===== src/rtl/legv8_pipe_ctrl_pkg.sv =====
// Shared opcodes, ALUop encodings and stage control bundles for the LEGv8 pipeline control.
package legv8_pkg;

    localparam int unsigned OP_W    = 11;
    localparam int unsigned REG_W   = 5;
    localparam int unsigned ALUOP_W = 2;

    localparam logic [OP_W-1:0]  OP_LDUR = 11'd1986;
    localparam logic [OP_W-1:0]  OP_STUR = 11'd1984;
    localparam logic [OP_W-1:0]  OP_ADD  = 11'd1112;
    localparam logic [OP_W-1:0]  OP_SUB  = 11'd1624;
    localparam logic [OP_W-1:0]  OP_AND  = 11'd1104;
    localparam logic [OP_W-1:0]  OP_ORR  = 11'd1360;
    localparam logic [7:0]       OP_CBZ  = 8'd180;
    localparam logic [7:0]       OP_CBNZ = 8'd181;
    localparam logic [5:0]       OP_B    = 6'd5;
    localparam logic [9:0]       OP_ADDI = 10'd580;
    localparam logic [9:0]       OP_SUBI = 10'd836;

    localparam logic [REG_W-1:0] REG_ZR  = 5'd31;

    typedef enum logic [ALUOP_W-1:0] {
        ALU_ADD   = 2'b00,
        ALU_PASSB = 2'b01,
        ALU_FUNCT = 2'b10
    } aluop_e;

    typedef struct packed {
        logic             valid;
        aluop_e           ALUop;
        logic             ALUSrc;
        logic             Branch;
        logic             UBranch;
        logic             BrNZ;
        logic             MemRead;
        logic             MemWrite;
        logic             MemtoReg;
        logic             RegWrite;
        logic [REG_W-1:0] rd;
    } ctrl_t;

    typedef struct packed {
        logic             valid;
        logic             MemRead;
        logic             MemWrite;
        logic             MemtoReg;
        logic             RegWrite;
        logic [REG_W-1:0] rd;
    } mem_t;

    typedef struct packed {
        logic             valid;
        logic             MemtoReg;
        logic             RegWrite;
        logic [REG_W-1:0] rd;
    } wb_t;

    localparam ctrl_t CTRL_BUBBLE = '{valid: 1'b0, ALUop: ALU_ADD, ALUSrc: 1'b0, Branch: 1'b0,
                                      UBranch: 1'b0, BrNZ: 1'b0, MemRead: 1'b0, MemWrite: 1'b0,
                                      MemtoReg: 1'b0, RegWrite: 1'b0, rd: 5'd0};
    localparam mem_t  MEM_BUBBLE  = '0;
    localparam wb_t   WB_BUBBLE   = '0;

endpackage


===== src/rtl/legv8_pipe_ctrl_if.sv =====
// ID-side inputs and pipelined control outputs of the LEGv8 control unit.
interface legv8_pipe_ctrl_if
    import legv8_pkg::*;
#(
    parameter int unsigned CNT_W = 16
);
    logic [OP_W-1:0]    Inst;
    logic               id_valid;
    logic [REG_W-1:0]   id_rn;
    logic [REG_W-1:0]   id_rm;
    logic [REG_W-1:0]   id_rt;
    logic               branch_taken;

    logic               Reg2Loc;
    logic               illegal;
    logic               stall;
    logic               flush;

    logic               ex_valid;
    logic [ALUOP_W-1:0] ex_ALUop;
    logic               ex_ALUSrc;
    logic               ex_Branch;
    logic               ex_UBranch;
    logic               ex_BrNZ;
    logic [REG_W-1:0]   ex_rd;

    logic               mem_valid;
    logic               mem_MemRead;
    logic               mem_MemWrite;
    logic [REG_W-1:0]   mem_rd;

    logic               wb_valid;
    logic               wb_MemtoReg;
    logic               wb_RegWrite;
    logic [REG_W-1:0]   wb_rd;

    logic [CNT_W-1:0]   stall_cnt;
    logic [CNT_W-1:0]   flush_cnt;

    modport master (
        output Inst, id_valid, id_rn, id_rm, id_rt, branch_taken,
        input  Reg2Loc, illegal, stall, flush,
        input  ex_valid, ex_ALUop, ex_ALUSrc, ex_Branch, ex_UBranch, ex_BrNZ, ex_rd,
        input  mem_valid, mem_MemRead, mem_MemWrite, mem_rd,
        input  wb_valid, wb_MemtoReg, wb_RegWrite, wb_rd,
        input  stall_cnt, flush_cnt
    );

    modport slave (
        input  Inst, id_valid, id_rn, id_rm, id_rt, branch_taken,
        output Reg2Loc, illegal, stall, flush,
        output ex_valid, ex_ALUop, ex_ALUSrc, ex_Branch, ex_UBranch, ex_BrNZ, ex_rd,
        output mem_valid, mem_MemRead, mem_MemWrite, mem_rd,
        output wb_valid, wb_MemtoReg, wb_RegWrite, wb_rd,
        output stall_cnt, flush_cnt
    );
endinterface


===== src/rtl/legv8_pipe_ctrl_decode.sv =====
// Combinational LEGv8 opcode decoder: control bundle, source-register usage and illegal flag.
module legv8_decode
    import legv8_pkg::*;
#(
    parameter bit EXT_ISA = 1'b1
) (
    input  logic [OP_W-1:0] Inst,
    output ctrl_t           ctrl,
    output logic            illegal,
    output logic            Reg2Loc,
    output logic            uses_rn,
    output logic            uses_rm,
    output logic            uses_rt
);
    always_comb begin
        ctrl    = CTRL_BUBBLE;
        illegal = 1'b0;
        Reg2Loc = 1'b0;
        uses_rn = 1'b0;
        uses_rm = 1'b0;
        uses_rt = 1'b0;
        if (Inst == OP_LDUR) begin
            ctrl.valid    = 1'b1;
            ctrl.MemRead  = 1'b1;
            ctrl.MemtoReg = 1'b1;
            ctrl.ALUSrc   = 1'b1;
            ctrl.RegWrite = 1'b1;
            uses_rn       = 1'b1;
        end else if (Inst == OP_STUR) begin
            ctrl.valid    = 1'b1;
            ctrl.MemWrite = 1'b1;
            ctrl.ALUSrc   = 1'b1;
            Reg2Loc       = 1'b1;
            uses_rn       = 1'b1;
            uses_rt       = 1'b1;
        end else if (Inst[10:3] == OP_CBZ) begin
            ctrl.valid    = 1'b1;
            ctrl.Branch   = 1'b1;
            ctrl.ALUop    = ALU_PASSB;
            Reg2Loc       = 1'b1;
            uses_rt       = 1'b1;
        end else if (EXT_ISA && Inst[10:3] == OP_CBNZ) begin
            ctrl.valid    = 1'b1;
            ctrl.Branch   = 1'b1;
            ctrl.BrNZ     = 1'b1;
            ctrl.ALUop    = ALU_PASSB;
            Reg2Loc       = 1'b1;
            uses_rt       = 1'b1;
        end else if (Inst[10:5] == OP_B) begin
            ctrl.valid    = 1'b1;
            ctrl.UBranch  = 1'b1;
        end else if (EXT_ISA && (Inst[10:1] == OP_ADDI || Inst[10:1] == OP_SUBI)) begin
            ctrl.valid    = 1'b1;
            ctrl.ALUSrc   = 1'b1;
            ctrl.RegWrite = 1'b1;
            ctrl.ALUop    = ALU_FUNCT;
            uses_rn       = 1'b1;
        end else if (Inst == OP_ADD || Inst == OP_SUB || Inst == OP_AND || Inst == OP_ORR) begin
            ctrl.valid    = 1'b1;
            ctrl.RegWrite = 1'b1;
            ctrl.ALUop    = ALU_FUNCT;
            uses_rn       = 1'b1;
            uses_rm       = 1'b1;
        end else begin
            illegal = 1'b1;
        end
    end
endmodule


===== src/rtl/legv8_pipe_ctrl.sv =====
// LEGv8 pipeline control: ID decode, ID/EX, EX/MEM, MEM/WB control registers,
// load-use stall, branch flush and saturating event counters.
module legv8_pipe_ctrl
    import legv8_pkg::*;
#(
    parameter bit          EXT_ISA = 1'b1,
    parameter int unsigned CNT_W   = 16
) (
    input  logic            clk,
    input  logic            rst,
    legv8_pipe_ctrl_if.slave bus
);
    ctrl_t            dec_ctrl;
    logic             dec_illegal;
    logic             dec_reg2loc;
    logic             uses_rn, uses_rm, uses_rt;
    logic             id_legal;
    logic             src_hit;
    logic             load_use;

    ctrl_t            ex_q, ex_d;
    mem_t             mem_q, mem_d;
    wb_t              wb_q, wb_d;
    logic [CNT_W-1:0] stall_cnt_q, stall_cnt_d;
    logic [CNT_W-1:0] flush_cnt_q, flush_cnt_d;

    legv8_decode #(.EXT_ISA(EXT_ISA)) u_decode (
        .Inst    (bus.Inst),
        .ctrl    (dec_ctrl),
        .illegal (dec_illegal),
        .Reg2Loc (dec_reg2loc),
        .uses_rn (uses_rn),
        .uses_rm (uses_rm),
        .uses_rt (uses_rt)
    );

    // Load-use detection against the load sitting in EX; a taken branch kills it.
    always_comb begin
        id_legal = bus.id_valid & ~dec_illegal;
        src_hit  = (uses_rn & (bus.id_rn == ex_q.rd))
                 | (uses_rm & (bus.id_rm == ex_q.rd))
                 | (uses_rt & (bus.id_rt == ex_q.rd));
        load_use = ex_q.valid & ex_q.MemRead & (ex_q.rd != REG_ZR)
                 & id_legal & src_hit & ~bus.branch_taken;
    end

    always_comb begin
        ex_d = CTRL_BUBBLE;
        if (id_legal && !bus.branch_taken && !load_use) begin
            ex_d    = dec_ctrl;
            ex_d.rd = bus.id_rt;
        end
        mem_d = '{valid: ex_q.valid, MemRead: ex_q.MemRead, MemWrite: ex_q.MemWrite,
                  MemtoReg: ex_q.MemtoReg, RegWrite: ex_q.RegWrite, rd: ex_q.rd};
        wb_d  = '{valid: mem_q.valid, MemtoReg: mem_q.MemtoReg,
                  RegWrite: mem_q.RegWrite, rd: mem_q.rd};
        stall_cnt_d = stall_cnt_q;
        flush_cnt_d = flush_cnt_q;
        if (load_use && stall_cnt_q != {CNT_W{1'b1}}) stall_cnt_d = stall_cnt_q + CNT_W'(1);
        if (bus.branch_taken && flush_cnt_q != {CNT_W{1'b1}}) flush_cnt_d = flush_cnt_q + CNT_W'(1);
    end

    always_ff @(posedge clk or negedge rst) begin
        if (!rst) begin
            ex_q        <= CTRL_BUBBLE;
            mem_q       <= MEM_BUBBLE;
            wb_q        <= WB_BUBBLE;
            stall_cnt_q <= '0;
            flush_cnt_q <= '0;
        end else begin
            ex_q        <= ex_d;
            mem_q       <= mem_d;
            wb_q        <= wb_d;
            stall_cnt_q <= stall_cnt_d;
            flush_cnt_q <= flush_cnt_d;
        end
    end

    assign bus.Reg2Loc      = dec_reg2loc;
    assign bus.illegal      = bus.id_valid & dec_illegal;
    assign bus.stall        = load_use;
    assign bus.flush        = bus.branch_taken;

    assign bus.ex_valid     = ex_q.valid;
    assign bus.ex_ALUop     = ex_q.ALUop;
    assign bus.ex_ALUSrc    = ex_q.ALUSrc;
    assign bus.ex_Branch    = ex_q.Branch;
    assign bus.ex_UBranch   = ex_q.UBranch;
    assign bus.ex_BrNZ      = ex_q.BrNZ;
    assign bus.ex_rd        = ex_q.rd;

    assign bus.mem_valid    = mem_q.valid;
    assign bus.mem_MemRead  = mem_q.MemRead;
    assign bus.mem_MemWrite = mem_q.MemWrite;
    assign bus.mem_rd       = mem_q.rd;

    assign bus.wb_valid     = wb_q.valid;
    assign bus.wb_MemtoReg  = wb_q.MemtoReg;
    assign bus.wb_RegWrite  = wb_q.RegWrite;
    assign bus.wb_rd        = wb_q.rd;

    assign bus.stall_cnt    = stall_cnt_q;
    assign bus.flush_cnt    = flush_cnt_q;
endmodule


===== src/flat_wrapper.sv =====
// flat-port wrapper written by rule: the top's interface ports become plain ports
module legv8_pipe_ctrl_flat import legv8_pkg::*;
#(
    parameter bit          EXT_ISA = 1'b1,
    parameter int unsigned CNT_W   = 16
)
  (clk, rst, bus_Inst, bus_id_valid, bus_id_rn, bus_id_rm, bus_id_rt, bus_branch_taken, bus_Reg2Loc, bus_illegal, bus_stall, bus_flush, bus_ex_valid, bus_ex_ALUop, bus_ex_ALUSrc, bus_ex_Branch, bus_ex_UBranch, bus_ex_BrNZ, bus_ex_rd, bus_mem_valid, bus_mem_MemRead, bus_mem_MemWrite, bus_mem_rd, bus_wb_valid, bus_wb_MemtoReg, bus_wb_RegWrite, bus_wb_rd, bus_stall_cnt, bus_flush_cnt);
  legv8_pipe_ctrl_if #(.CNT_W(CNT_W)) bus_i ();
  input  logic clk;
  input  logic rst;
  input wire logic [$bits(bus_i.Inst)-1:0] bus_Inst;
  input wire logic [$bits(bus_i.id_valid)-1:0] bus_id_valid;
  input wire logic [$bits(bus_i.id_rn)-1:0] bus_id_rn;
  input wire logic [$bits(bus_i.id_rm)-1:0] bus_id_rm;
  input wire logic [$bits(bus_i.id_rt)-1:0] bus_id_rt;
  input wire logic [$bits(bus_i.branch_taken)-1:0] bus_branch_taken;
  output wire logic [$bits(bus_i.Reg2Loc)-1:0] bus_Reg2Loc;
  output wire logic [$bits(bus_i.illegal)-1:0] bus_illegal;
  output wire logic [$bits(bus_i.stall)-1:0] bus_stall;
  output wire logic [$bits(bus_i.flush)-1:0] bus_flush;
  output wire logic [$bits(bus_i.ex_valid)-1:0] bus_ex_valid;
  output wire logic [$bits(bus_i.ex_ALUop)-1:0] bus_ex_ALUop;
  output wire logic [$bits(bus_i.ex_ALUSrc)-1:0] bus_ex_ALUSrc;
  output wire logic [$bits(bus_i.ex_Branch)-1:0] bus_ex_Branch;
  output wire logic [$bits(bus_i.ex_UBranch)-1:0] bus_ex_UBranch;
  output wire logic [$bits(bus_i.ex_BrNZ)-1:0] bus_ex_BrNZ;
  output wire logic [$bits(bus_i.ex_rd)-1:0] bus_ex_rd;
  output wire logic [$bits(bus_i.mem_valid)-1:0] bus_mem_valid;
  output wire logic [$bits(bus_i.mem_MemRead)-1:0] bus_mem_MemRead;
  output wire logic [$bits(bus_i.mem_MemWrite)-1:0] bus_mem_MemWrite;
  output wire logic [$bits(bus_i.mem_rd)-1:0] bus_mem_rd;
  output wire logic [$bits(bus_i.wb_valid)-1:0] bus_wb_valid;
  output wire logic [$bits(bus_i.wb_MemtoReg)-1:0] bus_wb_MemtoReg;
  output wire logic [$bits(bus_i.wb_RegWrite)-1:0] bus_wb_RegWrite;
  output wire logic [$bits(bus_i.wb_rd)-1:0] bus_wb_rd;
  output wire logic [$bits(bus_i.stall_cnt)-1:0] bus_stall_cnt;
  output wire logic [$bits(bus_i.flush_cnt)-1:0] bus_flush_cnt;
  assign bus_i.Inst = bus_Inst;
  assign bus_i.id_valid = bus_id_valid;
  assign bus_i.id_rn = bus_id_rn;
  assign bus_i.id_rm = bus_id_rm;
  assign bus_i.id_rt = bus_id_rt;
  assign bus_i.branch_taken = bus_branch_taken;
  assign bus_Reg2Loc = bus_i.Reg2Loc;
  assign bus_illegal = bus_i.illegal;
  assign bus_stall = bus_i.stall;
  assign bus_flush = bus_i.flush;
  assign bus_ex_valid = bus_i.ex_valid;
  assign bus_ex_ALUop = bus_i.ex_ALUop;
  assign bus_ex_ALUSrc = bus_i.ex_ALUSrc;
  assign bus_ex_Branch = bus_i.ex_Branch;
  assign bus_ex_UBranch = bus_i.ex_UBranch;
  assign bus_ex_BrNZ = bus_i.ex_BrNZ;
  assign bus_ex_rd = bus_i.ex_rd;
  assign bus_mem_valid = bus_i.mem_valid;
  assign bus_mem_MemRead = bus_i.mem_MemRead;
  assign bus_mem_MemWrite = bus_i.mem_MemWrite;
  assign bus_mem_rd = bus_i.mem_rd;
  assign bus_wb_valid = bus_i.wb_valid;
  assign bus_wb_MemtoReg = bus_i.wb_MemtoReg;
  assign bus_wb_RegWrite = bus_i.wb_RegWrite;
  assign bus_wb_rd = bus_i.wb_rd;
  assign bus_stall_cnt = bus_i.stall_cnt;
  assign bus_flush_cnt = bus_i.flush_cnt;
  legv8_pipe_ctrl #(.EXT_ISA(EXT_ISA), .CNT_W(CNT_W)) u_core (.clk(clk), .rst(rst), .bus(bus_i));
endmodule

===== config.mk =====
export PLATFORM = sky130hd
export DESIGN_NAME = legv8_pipe_ctrl_flat
export DESIGN_NICKNAME = d
export VERILOG_FILES = /design/src/rtl/legv8_pipe_ctrl_pkg.sv /design/src/rtl/legv8_pipe_ctrl_if.sv /design/src/rtl/legv8_pipe_ctrl_decode.sv /design/src/rtl/legv8_pipe_ctrl.sv /design/src/flat_wrapper.sv
export SDC_FILE = /design/constraint.sdc
export NUM_CORES = 1
export LEC_CHECK = 0
export CORE_MARGIN = 2
export CORE_UTILIZATION = 35
export DETAILED_ROUTE_END_ITERATION = 8
export MAX_ROUTING_LAYER = met4
export SLEW_MARGIN = 40
export SYNTH_ARGS = -nofsm -noshare
export SYNTH_HDL_FRONTEND = slang
export SYNTH_SLANG_ARGS = --single-unit

===== constraint.sdc =====
create_clock -name clk -period 3 [get_ports clk]
set_clock_uncertainty 0.1 [all_clocks]
set_input_delay 0.6 -clock clk [delete_from_list [all_inputs] [get_ports clk]]
set_output_delay 0.6 -clock clk [all_outputs]
set_load 0.1 [all_outputs]

After elaboration in Yosys (flattened, before gate mapping). Cells that the tools add are included.

Word-level logic and storage cells: 116. Flip-flop bits (word level): 66. Input bits: 30.

Muxes and demuxes: 50. Reduce and logical (&&, ||, !) cells: 10. Add/subtract/negate cells: 2. Bitwise gates (word level): 14. Eq/ne operators: 17.

Operators by type and width (count): equality test 11 bit, second input constant (6); 2-to-1 mux 1 bit (39); adder 16 x 1 -> 16 bit, second input constant (2); != test 16 bit, second input constant (2); 2-to-1 mux 3 bit (7); equality test 10 bit, second input constant (2); equality test 8 bit, second input constant (2); 2-to-1 mux 16 bit (1); equality test 5 bit (3); bitwise AND 1 bit (10); equality test 6 x 3 -> 1 bit, second input constant (1); 2-to-1 mux 2 bit (3); != test 5 bit, second input constant (1); logical AND 1 bit (4); logical OR 1 bit (4); logical NOT 1 bit (2); NOT 1 bit (2); OR 1 bit (2).

Depth between registers and ports, before layout. Gate-level depths: netlist (run 1).

Depth in word-level cells: 19. Mapped depth: 8. Mapped depth without buffers: 7.

Modules after synthesis. Synthesis (run 1) repeated with hierarchy kept, for this count alone.

Cell total of the unflattened synthesis: 274. Area, all modules: 3138.0 sq um.

By module, submodules not included: legv8_pipe_ctrl (cells each 237, area each 2862.7 sq um, times used 1, seq. area each 1651.6 sq um); legv8_decode (cells each 37, area each 275.3 sq um, times used 1, seq. area each 0.0 sq um).

Worst setup path before layout (run 1). Ideal clock, no wire load.

Path type: input to output. From: in bus_Inst[0]. To: out bus_Reg2Loc. Path slack: -0.932 ns. Cell stages on the path: 3. Arrival time: 3.232 ns. Cell sequence: nor4b_4 > nand3_1 > o21ai_0.

Longest elaborated chain between the ends: 3. Elaborated cells on any way between the ends: 4.

RTL lines: start: declaration (RTL line flat_wrapper.sv:11) `input wire logic [$bits(bus_i.Inst)-1:0] bus_Inst;`; equality test 11 bit (RTL line legv8_pipe_ctrl_decode.sv:29) `end else if (Inst == OP_STUR) begin`; 2-to-1 mux 1 bit (RTL line legv8_pipe_ctrl_decode.sv:29); 2-to-1 mux 1 bit * (RTL line legv8_pipe_ctrl_decode.sv:22) `if (Inst == OP_LDUR) begin`; end: declaration (RTL line flat_wrapper.sv:17) `output wire logic [$bits(bus_i.Reg2Loc)-1:0] bus_Reg2Loc;`.

Every way passes the cells marked *; elsewhere a longest branch is shown, timed or not.

Final worst setup path (run 1).
From: in bus_Inst[6]. To: out bus_stall.

Longest elaborated chain between the ends: 16. Elaborated cells on any way between the ends: 49.

RTL lines: equality test 11 bit (RTL line legv8_pipe_ctrl_decode.sv:58) `end else if (Inst == OP_ADD || Inst == OP_SUB || Inst == OP_AND || Inst == OP_ORR) begin`; logical OR 1 bit (3 in series) (RTL line legv8_pipe_ctrl_decode.sv:58); 2-to-1 mux 1 bit (RTL line legv8_pipe_ctrl_decode.sv:58); 2-to-1 mux 1 bit (RTL line legv8_pipe_ctrl_decode.sv:52) `end else if (EXT_ISA && (Inst[10:1] == OP_ADDI || Inst[10:1] == OP_SUBI)) begin`; 2-to-1 mux 1 bit (RTL line legv8_pipe_ctrl_decode.sv:49) `end else if (Inst[10:5] == OP_B) begin`; 2-to-1 mux 1 bit (RTL line legv8_pipe_ctrl_decode.sv:42) `end else if (EXT_ISA && Inst[10:3] == OP_CBNZ) begin`; 2-to-1 mux 1 bit (RTL line legv8_pipe_ctrl_decode.sv:36) `end else if (Inst[10:3] == OP_CBZ) begin`; 2-to-1 mux 1 bit (RTL line legv8_pipe_ctrl_decode.sv:29); 2-to-1 mux 1 bit (RTL line legv8_pipe_ctrl_decode.sv:22); bitwise AND 1 bit, or another cell as far along (RTL line legv8_pipe_ctrl.sv:40) `src_hit = (uses_rn & (bus.id_rn == ex_q.rd))`; OR 1 bit / bitwise AND 1 bit (equally long branches) (RTL line legv8_pipe_ctrl.sv:41, legv8_pipe_ctrl.sv:39); OR 1 bit / bitwise AND 1 bit (equally long branches) (RTL line legv8_pipe_ctrl.sv:42, legv8_pipe_ctrl.sv:44); bitwise AND 1 bit * (2 in series) (RTL line legv8_pipe_ctrl.sv:44) `& id_legal & src_hit & ~bus.branch_taken;`; end: declaration (RTL line flat_wrapper.sv:19) `output wire logic [$bits(bus_i.stall)-1:0] bus_stall;`.

Marks and branches as above.

==> implementation parameters, run 1 <==
Parameter                              Value

Outcome
  Result of the run    complete, no violations

Power
  Net switching share of the total power    36.9%
  Leakage power    1.91 nW
  Int Pwr    1.39 mW
  Fraction of power consumed by sequential logic    43.2%
  VDD IR-drop max    0.269 mV
  Portion of total power attributed to combinational logic    26.3%
  Proportion of power drawn by the clock network    30.4%
  Net switching component of the power    0.811 mW
  Total power per unit cell area    540 mW/mm2

STA
  Slew HR    62.0%
  Post-layout minimum cycle time    2.93 ns
  Count of final max-slew check failures    0
  Final setup viols    0
  Slew of the pin with the lowest slew margin    0.569 ns
  Post-route setup TNS    0 ns
  Setup repair after global routing missed its margin    false
  Final hold violations    0
  Share of the cycle needed by the critical path after routing    97.5%
  Highest attainable clock frequency    0.342 GHz

Worst setup path
  Highest-delay cell along the critical path    sky130_fd_sc_hd__or4_4
  List of cells traversed by the critical path    clkdlybuf4s15_1 -> nor4b_4 -> a31oi_2 -> or4_4 -> a21oi_4 -> buf_12
  Kind of end point of the critical path    primary output
  Startpoint type of the worst setup path    input port
  Buffers plus inverters on the worst setup path    2
  Delay-heaviest family, CP    simple AND/OR/NAND/NOR gates
  Crit-path max cell delay    0.57 ns
  Critical path class    in2out
  Setup slack, reg-to-reg    0.61 ns
  Crit path DAT    2.23 ns
  Required @ worst endpoint    2.30 ns
  Crit path max fanout    4

Finish
  Antenna cells    0
  Final #Nets    390
  Post-route cell area    0.00407 mm2
  Fraction of final layout cells with drive strength greater than 1    34.2%
  Area grow syn2layout    44.4%
  Highest-count cells in the layout ignoring fill and taps    sky130_fd_sc_hd__buf_4 (81), sky130_fd_sc_hd__dfrtp_1 (63), sky130_fd_sc_hd__xnor2_1 (35)
  Most common cell after layout, fill and taps aside    sky130_fd_sc_hd__buf_4

Clock tree
  Cell at the root of the clock tree    sky130_fd_sc_hd__clkbuf_8
  Number of buffers added to fix hold violations after cts    0
  H-tree depth reported by CTS    3
  Number of sinks on the clock net    63
  Clock transition at the registers of the reported paths    0.07 ns
  Maximum root-to-sink buffer count    2
  Clock latency on the worst-skew pair    0.34 ns
  TritonCTS buffer count    9
  TritonCTS clock tree    done

Route
  WL final    6330 um
  Routed length per placed instance    13.6 um
  Via count    2208
  Total DRC errors in the routed layout    0
  Number of DRC markers in iteration 0    74
  Antenna Nets Post-Route    0
  First-pass detailed-route iteration total    4
  Post-DR vias/cell    4.75

Synth
  Cell type with the highest aggregate area in the netlist    sky130_fd_sc_hd__dfrtp_1
  Synth cell types    41
  FF+latch count, synth    63
  Most used flip-flop cell after synthesis    sky130_fd_sc_hd__dfrtp_1
  Combinational family with the most area after synthesis    simple AND/OR/NAND/NOR gates
  Share of synthesized cell area in and, or, nand and nor gates    19.4%
  Sequential share of the synthesized area    56.0%
  Fraction of registers with async set or reset after synthesis    100%
  Total nets after synthesis    278
  Synthesized area    0.00282 mm2
  Mapped Avg Cell Area    11.5 um2
  Xor/xnor cell area share of the yosys netlist    13.4%
  Mux contribution to synthesized area    1.15%
  Compound-Gate Fraction of Synth Area    4.44%
  Post-synth top area share    56.0%
  Gate count of the mapped netlist    246
  Warning count from the yosys run    0
  Largest cells by area after synthesis    sky130_fd_sc_hd__dfrtp_1 (56%), sky130_fd_sc_hd__xnor2_1 (11%), sky130_fd_sc_hd__buf_4 (3.5%)
  Number of enable flip-flop cells after synthesis    0
  Area share of fa/ha/maj cells after synthesis    0.888%

GRT
  Maximum number of pins on one net before global-route repair    64
  Gr usage total    15.5%
  Global-route track usage on met3    5.22%
  Number of global-route vias before repair    2238
  Number of antenna violations at the first check in global routing    0
  Total grt overflow    0
  GRT met1 Usage    18.1%
  Grt peak-use layer    met2
  Routing usage on met2    25.1%
  Wire length of the first global-routing pass    10400 um

Placement
  GPL Wtd Cong    0.843
  Count of port buffers added during placement    93
  Instance area at placement    0.00381 mm2
  DPL Wire Length    4820 um

Floorplanning
  Die X-Extent    93.7 um
  IO Pins    94
  Die area    0.00878 mm2
  Initial core utilization    36.3%
  Count of standard-cell rows    32
  Core area    0.00777 mm2
  Vert. Die Dim    93.7 um

Worst hold path
  Class of the tightest hold or removal check    in2async

Job
  Max-cap viol count    0
-- state kept, by name, indices dropped and copies added, names as in the netlist, 2 cells and up --
signal	count
u_core.bus.flush_cnt	16
u_core.bus.stall_cnt	16
u_core.bus.ex_rd	5
u_core.bus.mem_rd	5
u_core.bus.wb_rd	5
u_core.ex_q	3
u_core.bus.ex_ALUop	2
-- cells in the mapped netlist, drive strengths merged, types with 4 or more instances --
cell type and n:
dfrtp 63, xnor2 35, nand2 22, nand3 16, buf 15, nor2 14, nand4 12, xor2 8
inv 6, and2 5, nor3 5, o21ai 5, and3 4, nand2b 4
-- cell type report --
class,count,area [um2]
clock buffer,11,151
clock inverter,5,32.5
fill,728,3700
inverter,6,22.5
multi-input combinational,162,1180
sequential,63,1580
tap,102,128
timing repair buffer,116,981
-- logic make-up (layout without fill, tap and decap cells) --
group / Yosys count / count (layout)
and+or+nand+nor: 97 / 97
DFF: 63 / 63
xor gates and xnor gates: 43 / 43
buffers and inverters: 21 / 138
AOI/OAI and AO/OA: 17 / 17
muxes: 3 / 3
adders and majority gates: 2 / 2
-- per-stage QoR --
step	utilization [%]	std cells	worst slack, ns	hold slack [ns]	total power [mW]
global placement	49.0	444	-0.267	0.233	1.54
CTS	52.1	464	0.0208	0.255	2.22
detailed placement	49.0	444	-0.319	0.237	1.55
floorplan	-	246	-0.177	0.204	1.36
finish	52.4	465	0.0738	0.226	2.20
global route	52.4	465	0.000502	0.265	2.29
-- power groups by stage --
stage | Sequential [mW] | Combinational (mW) | Clock [mW]
after global routing | 0.957 | 0.605 | 0.728
final | 0.950 | 0.578 | 0.668
after CTS | 0.950 | 0.581 | 0.691
after floorplan | 1.26 | 0.105 | 0
after detailed placement | 0.966 | 0.580 | 0
after global placement | 0.964 | 0.575 | 0
-- what timing repair did --
item,in CTS,in global routing
endpoints found under the setup margin,2,1
cloned,0,0
gates resized for setup,31,2
pin swaps,6,1
setup buffers,4,1
-- per-layer routing --
layer	wire length (um)	part of all wire, %
met3	415	6.6
met1	2660	42
met5	0	0
met4	80	1.3
met2	3170	50
-- final timing paths --
path,from,end,depth (start not counted)
min,rst,u_core.bus.flush_cnt[10],2
max reg2reg,u_core.bus.ex_rd[4],u_core.bus.stall_cnt[14],6
min reg2reg,u_core.mem_q[5],u_core.bus.wb_RegWrite,0
max,bus_Inst[6],bus_stall,6
max in group asynchronous,rst,u_core.bus.ex_ALUop[1],2
min in group clk,u_core.mem_q[5],u_core.bus.wb_RegWrite,0
Power figures use the tool's default switching activity.
==> inputs of run 2 (changes only) <==
Settings changed: GPL_TIMING_DRIVEN set to 0.
==> run 2 against run 1 <==
Global-route usage decreased by 0.19 points. Clock power is 23% higher. Flip-flop and latch count did not move. Combinational power decreased by 4.8%. Final cell count rose by 0.65%. Die area stayed put. Register-to-register slack worse by 0.18 ns. Core utilization decreased by 1.1 points. First-iteration DRC count down 38%. Maximum frequency decreased by 0.37%. Non-clock buffer count grew 3. Sequential power fell by 0.6%. Critical path type unchanged. Largest cell class unchanged. Largest power group unchanged. Highest routed layer unchanged.
==> implementation parameters, run 2 (synthesis results as in run 1) <==
Parameter                              Value

Floorplanning
  Die area    0.00878 mm2 (unchanged)
  Count of standard-cell rows    32 (unchanged)
  Die X-Extent    93.7 um (unchanged)
  IO Pins    94 (unchanged)
  Initial core utilization    36.3% (unchanged)
  Core area    0.00777 mm2 (unchanged)
  Vert. Die Dim    93.7 um (unchanged)

Route
  Metal1 wirelength    2640 um (-0.68%)
  WL final    6160 um (-2.7%)
  Post-DR vias/cell    4.71 (-0.78%)
  Total DRC errors in the routed layout    0 (unchanged)
  Routed length on met2    2930 um (-7.8%)
  Routed length per placed instance    13.2 um (-3.3%)
  Antenna Nets Post-Route    0 (unchanged)
  Top routing layer in use    met4
  First-pass detailed-route iteration total    4 (unchanged)
  Routed length on met3    458 um (+10%)
  Via count    2205 (-0.14%)
  Number of DRC markers in iteration 0    46 (-38%)

Power
  Total power after layout    2.32 mW (+5.6%)
  Total power per unit cell area    582 mW/mm2 (+7.8%)
  VDD IR-drop max    0.286 mV (+6.3%)
  Leakage power    1.98 nW (+3.7%)

Clock tree
  Maximum root-to-sink buffer count    2 (unchanged)
  Clock transition at the registers of the reported paths    0.07 ns (about the same)
  Clock latency on the worst-skew pair    0.34 ns (about the same)
  TritonCTS clock tree    done
  Number of buffers added to fix hold violations after cts    0 (unchanged)
  H-tree depth reported by CTS    3 (unchanged)
  TritonCTS buffer count    9 (unchanged)
  Cell at the root of the clock tree    sky130_fd_sc_hd__clkbuf_8
  Number of sinks on the clock net    63 (unchanged)

Worst setup path
  Crit Reg-Reg Endpoint    u_core.bus.stall_cnt[13]
  Crit path max fanout    3 (-1)
  Setup slack, reg-to-reg    0.43 ns (-0.18 ns)
  Worst reg-to-reg path cell count    8 (+2)
  Startpoint type of the worst setup path    input port
  Crit path DAT    2.24 ns (about the same)
  Required @ worst endpoint    2.30 ns (about the same)
  Launch point of the worst reg-to-reg path    u_core.bus.ex_rd[0]
  Critical path class    in2out
  Kind of end point of the critical path    primary output

Outcome
  Result of the run    complete, no violations

STA
  Final setup viols    0 (unchanged)
  Count of final max-slew check failures    0 (unchanged)
  Slew of the pin with the lowest slew margin    0.500 ns (-0.0684 ns)
  Post-layout minimum cycle time    2.94 ns (+0.0109 ns)
  Slew HR    66.9% (+4.8 points)
  Highest attainable clock frequency    0.340 GHz (-0.37%)
  Post-route setup TNS    0 ns (unchanged)
  Final hold violations    0 (unchanged)
  Share of the cycle needed by the critical path after routing    97.9% (+0.36 points)

GRT
  Number of antenna violations at the first check in global routing    0 (unchanged)
  Gr usage total    15.3% (-0.19 points)
  Total grt overflow    0 (unchanged)
  Wire length of the first global-routing pass    10100 um (-2.5%)
  Maximum number of pins on one net before global-route repair    41 (-36%)
  Number of global-route vias before repair    2173 (-2.9%)

Finish
  Area grow syn2layout    41.5%
  Antenna cells    0 (unchanged)
  Fraction of final layout cells with drive strength greater than 1    34.7% (+0.54 points)
  Post-layout instance count excluding filler cells    468 (+0.65%)
  Reg area    0.00158 mm2 (unchanged)
  Combined area of the multi-input logic cells    0.00119 mm2 (+1.2%)
  Highest-count cells in the layout ignoring fill and taps    sky130_fd_sc_hd__buf_2 (63), sky130_fd_sc_hd__dfrtp_1 (63), sky130_fd_sc_hd__xnor2_1 (35)
  Post-route cell area    0.00399 mm2 (-2.0%)
  Fill cell total of the finished layout    731 (+0.41%)
  Post-route core utilization    51.3% (-1.1 points)
  Final #Nets    393 (+0.77%)

Worst hold path
  Class of the tightest hold or removal check    in2async

Placement
  Count of port buffers added during placement    93 (unchanged)
  GPL Wtd Cong    0.816 (-3.2%)
  Cells after DPL    442 (-0.45%)
  Instance area at placement    0.00358 mm2 (-5.8%)
  DPL Wire Length    4560 um (-5.2%)

Job
  Max-cap viol count    0 (unchanged)
-- run 2: report_power, final --
group          internal (mW)  switching [mW]
combinational          0.125           0.425
sequential             0.893          0.0513
clock                  0.513           0.312
-- run 2: critical path: stages --
cell,delay [ns]
sky130_fd_sc_hd__dlygate4sd2_1,0.26
sky130_fd_sc_hd__and4b_4,0.34
sky130_fd_sc_hd__nand4_1,0.08
sky130_fd_sc_hd__or4_4,0.57
sky130_fd_sc_hd__a21oi_4,0.20
sky130_fd_sc_hd__buf_12,0.20
-- run 2: through the flow --
step	worst slack (ns)	hold WS, ns
after floorplan	-0.177	0.204
after global placement	-1.30	0.233
after detailed placement	-0.561	0.235
after CTS	0.00157	0.0494
after global routing	-0.00449	0.0498
final	0.0629	0.0493
-- run 2: how the worst max path moves through the flow --
stage	cells past startpoint	start	slack [ns]	endpoint
floorplan	3	bus_Inst[0]	-0.18	bus_Reg2Loc
detailed placement	7	bus_Inst[6]	-0.56	bus_stall
CTS	6	bus_Inst[2]	0.002	bus_stall
finish	6	bus_Inst[4]	0.06	bus_stall
global route	8	bus_Inst[0]	-0.004	bus_stall
global placement	7	bus_Inst[1]	-1.30	bus_stall
-- run 2: layout make-up --
type	count	area share, %
sequential	63	39.5
multi-input combinational	162	29.9
timing repair buffer	104	18.3
clock buffer	13	3.98
tap	102	3.20
buffer	15	2.86
clock inverter	3	1.63
inverter	6	0.565
-- run 2: repair_timing --
| action | CTS | global route |
|---|---|---|
| setup buffers | 9 | 1 |
| pin swaps | 9 | 8 |
| gates resized for setup | 34 | 11 |
| hold endpoints to repair | 0 | 0 |
| endpoints found under the setup margin | 2 | 1 |
-- run 2: per-layer routing --
| layer | GRT usage [%] | up-vias |
|---|---|---|
| li1 | - | 1066 |
| met1 | 18.8 | 1046 |
| met2 | 23.0 | 79 |
| met3 | 5.30 | 14 |
| met4 | 6.64 | 0 |
| met5 | - | - |
==> inputs of run 3 (changes only) <==
Settings changed: CTS_BUF_LIST set to sky130_fd_sc_hd__clkbuf_8.
==> run 3 against run 2 <==
Flip-flop and latch count stayed put. Sequential share of layout area stayed put. First-iteration DRC count stayed put. Worst setup slack stayed put. Via count is essentially flat. Non-clock buffer count unchanged. Register-to-register slack about the same. Largest cell class unchanged.
==> implementation parameters, run 3 (synthesis results as in run 1) <==
Parameter                              Value

Outcome
  Result of the run    complete, no violations

Floorplanning
  Die area    0.00878 mm2 (unchanged)
  Initial core utilization    36.3% (unchanged)
  Core area    0.00777 mm2 (unchanged)
  Count of standard-cell rows    32 (unchanged)
  Vert. Die Dim    93.7 um (unchanged)
  IO Pins    94 (unchanged)
  Die X-Extent    93.7 um (unchanged)

Placement
  Count of port buffers added during placement    93 (unchanged)
  DPL Wire Length    4560 um (unchanged)
  GPL Wtd Cong    0.816 (unchanged)

Finish
  Final #Nets    393 (unchanged)
  Highest-count cells in the layout ignoring fill and taps    sky130_fd_sc_hd__buf_2 (63), sky130_fd_sc_hd__dfrtp_1 (63), sky130_fd_sc_hd__xnor2_1 (35)
  Antenna cells    0 (unchanged)
  Fraction of final layout cells with drive strength greater than 1    34.7% (unchanged)
  Area grow syn2layout    41.5% (unchanged)
  Fill cell total of the finished layout    731 (unchanged)
  Post-route core utilization    51.3% (unchanged)

Clock tree
  Maximum root-to-sink buffer count    2 (unchanged)
  Clock latency on the worst-skew pair    0.34 ns (about the same)
  Number of sinks on the clock net    63 (unchanged)
  H-tree depth reported by CTS    3 (unchanged)
  Cell at the root of the clock tree    sky130_fd_sc_hd__clkbuf_8
  Clock transition at the registers of the reported paths    0.07 ns (about the same)
  TritonCTS clock tree    done
  Number of buffers added to fix hold violations after cts    0 (unchanged)
  TritonCTS buffer count    9 (unchanged)

STA
  Share of the cycle needed by the critical path after routing    97.9% (unchanged)
  Hold WS    0.0493 ns (-0.0000662 ns)
  Slew of the pin with the lowest slew margin    0.500 ns (unchanged)
  Slew HR    66.9% (unchanged)
  Final hold violations    0 (unchanged)
  Count of final max-slew check failures    0 (unchanged)
  Highest attainable clock frequency    0.340 GHz (unchanged)
  Final setup viols    0 (unchanged)
  Post-layout minimum cycle time    2.94 ns (unchanged)

Worst hold path
  Class of the tightest hold or removal check    in2async

GRT
  Number of antenna violations at the first check in global routing    0 (unchanged)
  Number of global-route vias before repair    2173 (unchanged)
  Total grt overflow    0 (unchanged)
  Maximum number of pins on one net before global-route repair    41 (unchanged)
  Wire length of the first global-routing pass    10100 um (unchanged)
  Gr usage total    15.3% (unchanged)

Route
  Via count    2206 (+0.045%)
  Number of DRC markers in iteration 0    46 (unchanged)
  Antenna Nets Post-Route    0 (unchanged)
  Post-DR vias/cell    4.71 (about the same)
  Total DRC errors in the routed layout    0 (unchanged)
  WL final    6160 um (about the same)
  Routed length on met2    2930 um (+0.17%)
  Routed length on met3    458 um (unchanged)
  Routed length per placed instance    13.2 um (about the same)
  Top routing layer in use    met4
  First-pass detailed-route iteration total    4 (unchanged)
  Metal1 wirelength    2630 um (-0.23%)

Worst setup path
  Crit-path max cell delay    0.57 ns (about the same)
  Required @ worst endpoint    2.30 ns (about the same)
  List of cells traversed by the critical path    dlygate4sd2_1 -> and4b_4 -> nand4_1 -> or4_4 -> a21oi_4 -> buf_12
  Delay-heaviest family, CP    simple AND/OR/NAND/NOR gates
  Critical path class    in2out
  Highest-delay cell along the critical path    sky130_fd_sc_hd__or4_4
  Crit path max fanout    3 (unchanged)
  Buffers plus inverters on the worst setup path    2 (unchanged)
  Startpoint type of the worst setup path    input port
  Kind of end point of the critical path    primary output
  Crit path DAT    2.24 ns (about the same)

Power
  VDD IR-drop max    0.286 mV (about the same)
  Total power per unit cell area    580 mW/mm2 (-0.29%)
  Leakage power    1.99 nW (+0.42%)

Job
  Max-cap viol count    0 (unchanged)
## run 3: changes by cell type in the layout (fill, tap and decap cells not counted), sizes merged
cell and delta:
inv +2, clkbuf -2
## run 3: worst reg2reg max path, cell delays in order (launching register included)
cell and delay [ns]:
sky130_fd_sc_hd__dfrtp_1 0.48, sky130_fd_sc_hd__xnor2_1 0.21, sky130_fd_sc_hd__nand4_1 0.11, sky130_fd_sc_hd__or4_4 0.57, sky130_fd_sc_hd__buf_4 0.16, sky130_fd_sc_hd__a211oi_4 0.38
sky130_fd_sc_hd__buf_6 0.21, sky130_fd_sc_hd__nand3_1 0.10, sky130_fd_sc_hd__xnor2_1 0.15
## run 3: per-layer routing
layer / vias to the layer above / global-route usage, %
li1: 1066 / -
met1: 1047 / 18.8
met2: 79 / 23.0
met3: 14 / 5.30
met4: 0 / 6.64
met5: - / -
## run 3: stage by stage
step | power (mW) | worst slack, ns | cells | TNS (ns) | cell area [um2]
floorplan | 1.36 | -0.177 | 246 | -0.177 | 2830
global placement | 1.54 | -1.30 | 441 | -62.92 | 3890
detailed placement | 1.51 | -0.561 | 442 | -5.77 | 3580
CTS | 2.34 | 0.00157 | 467 | 0 | 3940
global route | 2.41 | -0.00449 | 468 | -0.00449 | 3990
finish | 2.31 | 0.0629 | 468 | 0 | 3990
## run 3: path summary, 6_finish.rpt
path                                     start                       end  slack, ns  cells after the start
max in group asynchronous                  rst      u_core.bus.mem_rd[2]       2.23                      2
max reg2reg                u_core.bus.ex_rd[0]  u_core.bus.stall_cnt[13]       0.42                      8
min in group clk                u_core.ex_q[5]           u_core.mem_q[5]       0.25                      0
min reg2reg                     u_core.ex_q[5]           u_core.mem_q[5]       0.25                      0
max                                bus_Inst[4]                 bus_stall       0.06                      6
min                                        rst  u_core.bus.flush_cnt[10]       0.05                      1
## run 3: repair_timing
item | in CTS | in global routing
buffers inserted | 9 | 1
pin swaps | 9 | 8
resized for setup | 34 | 11
setup endpoints to repair | 2 | 1
## run 3: layout make-up
type / instances / area, um2 / share of cell area (%)
timing repair buffer: 104 / 731 / 18.3
inverter: 6 / 22.5 / 0.565
buffer: 15 / 114 / 2.86
tap: 102 / 128 / 3.20
clock inverter: 5 / 72.6 / 1.82
sequential: 63 / 1580 / 39.5
clock buffer: 11 / 151 / 3.80
multi-input combinational: 162 / 1190 / 29.9
## run 3: report_power, final
part	switching (mW)	leakage [nW]	internal, mW
sequential	0.0513	0.864	0.893
clock	0.312	0.122	0.506
combinational	0.425	1.00	0.125
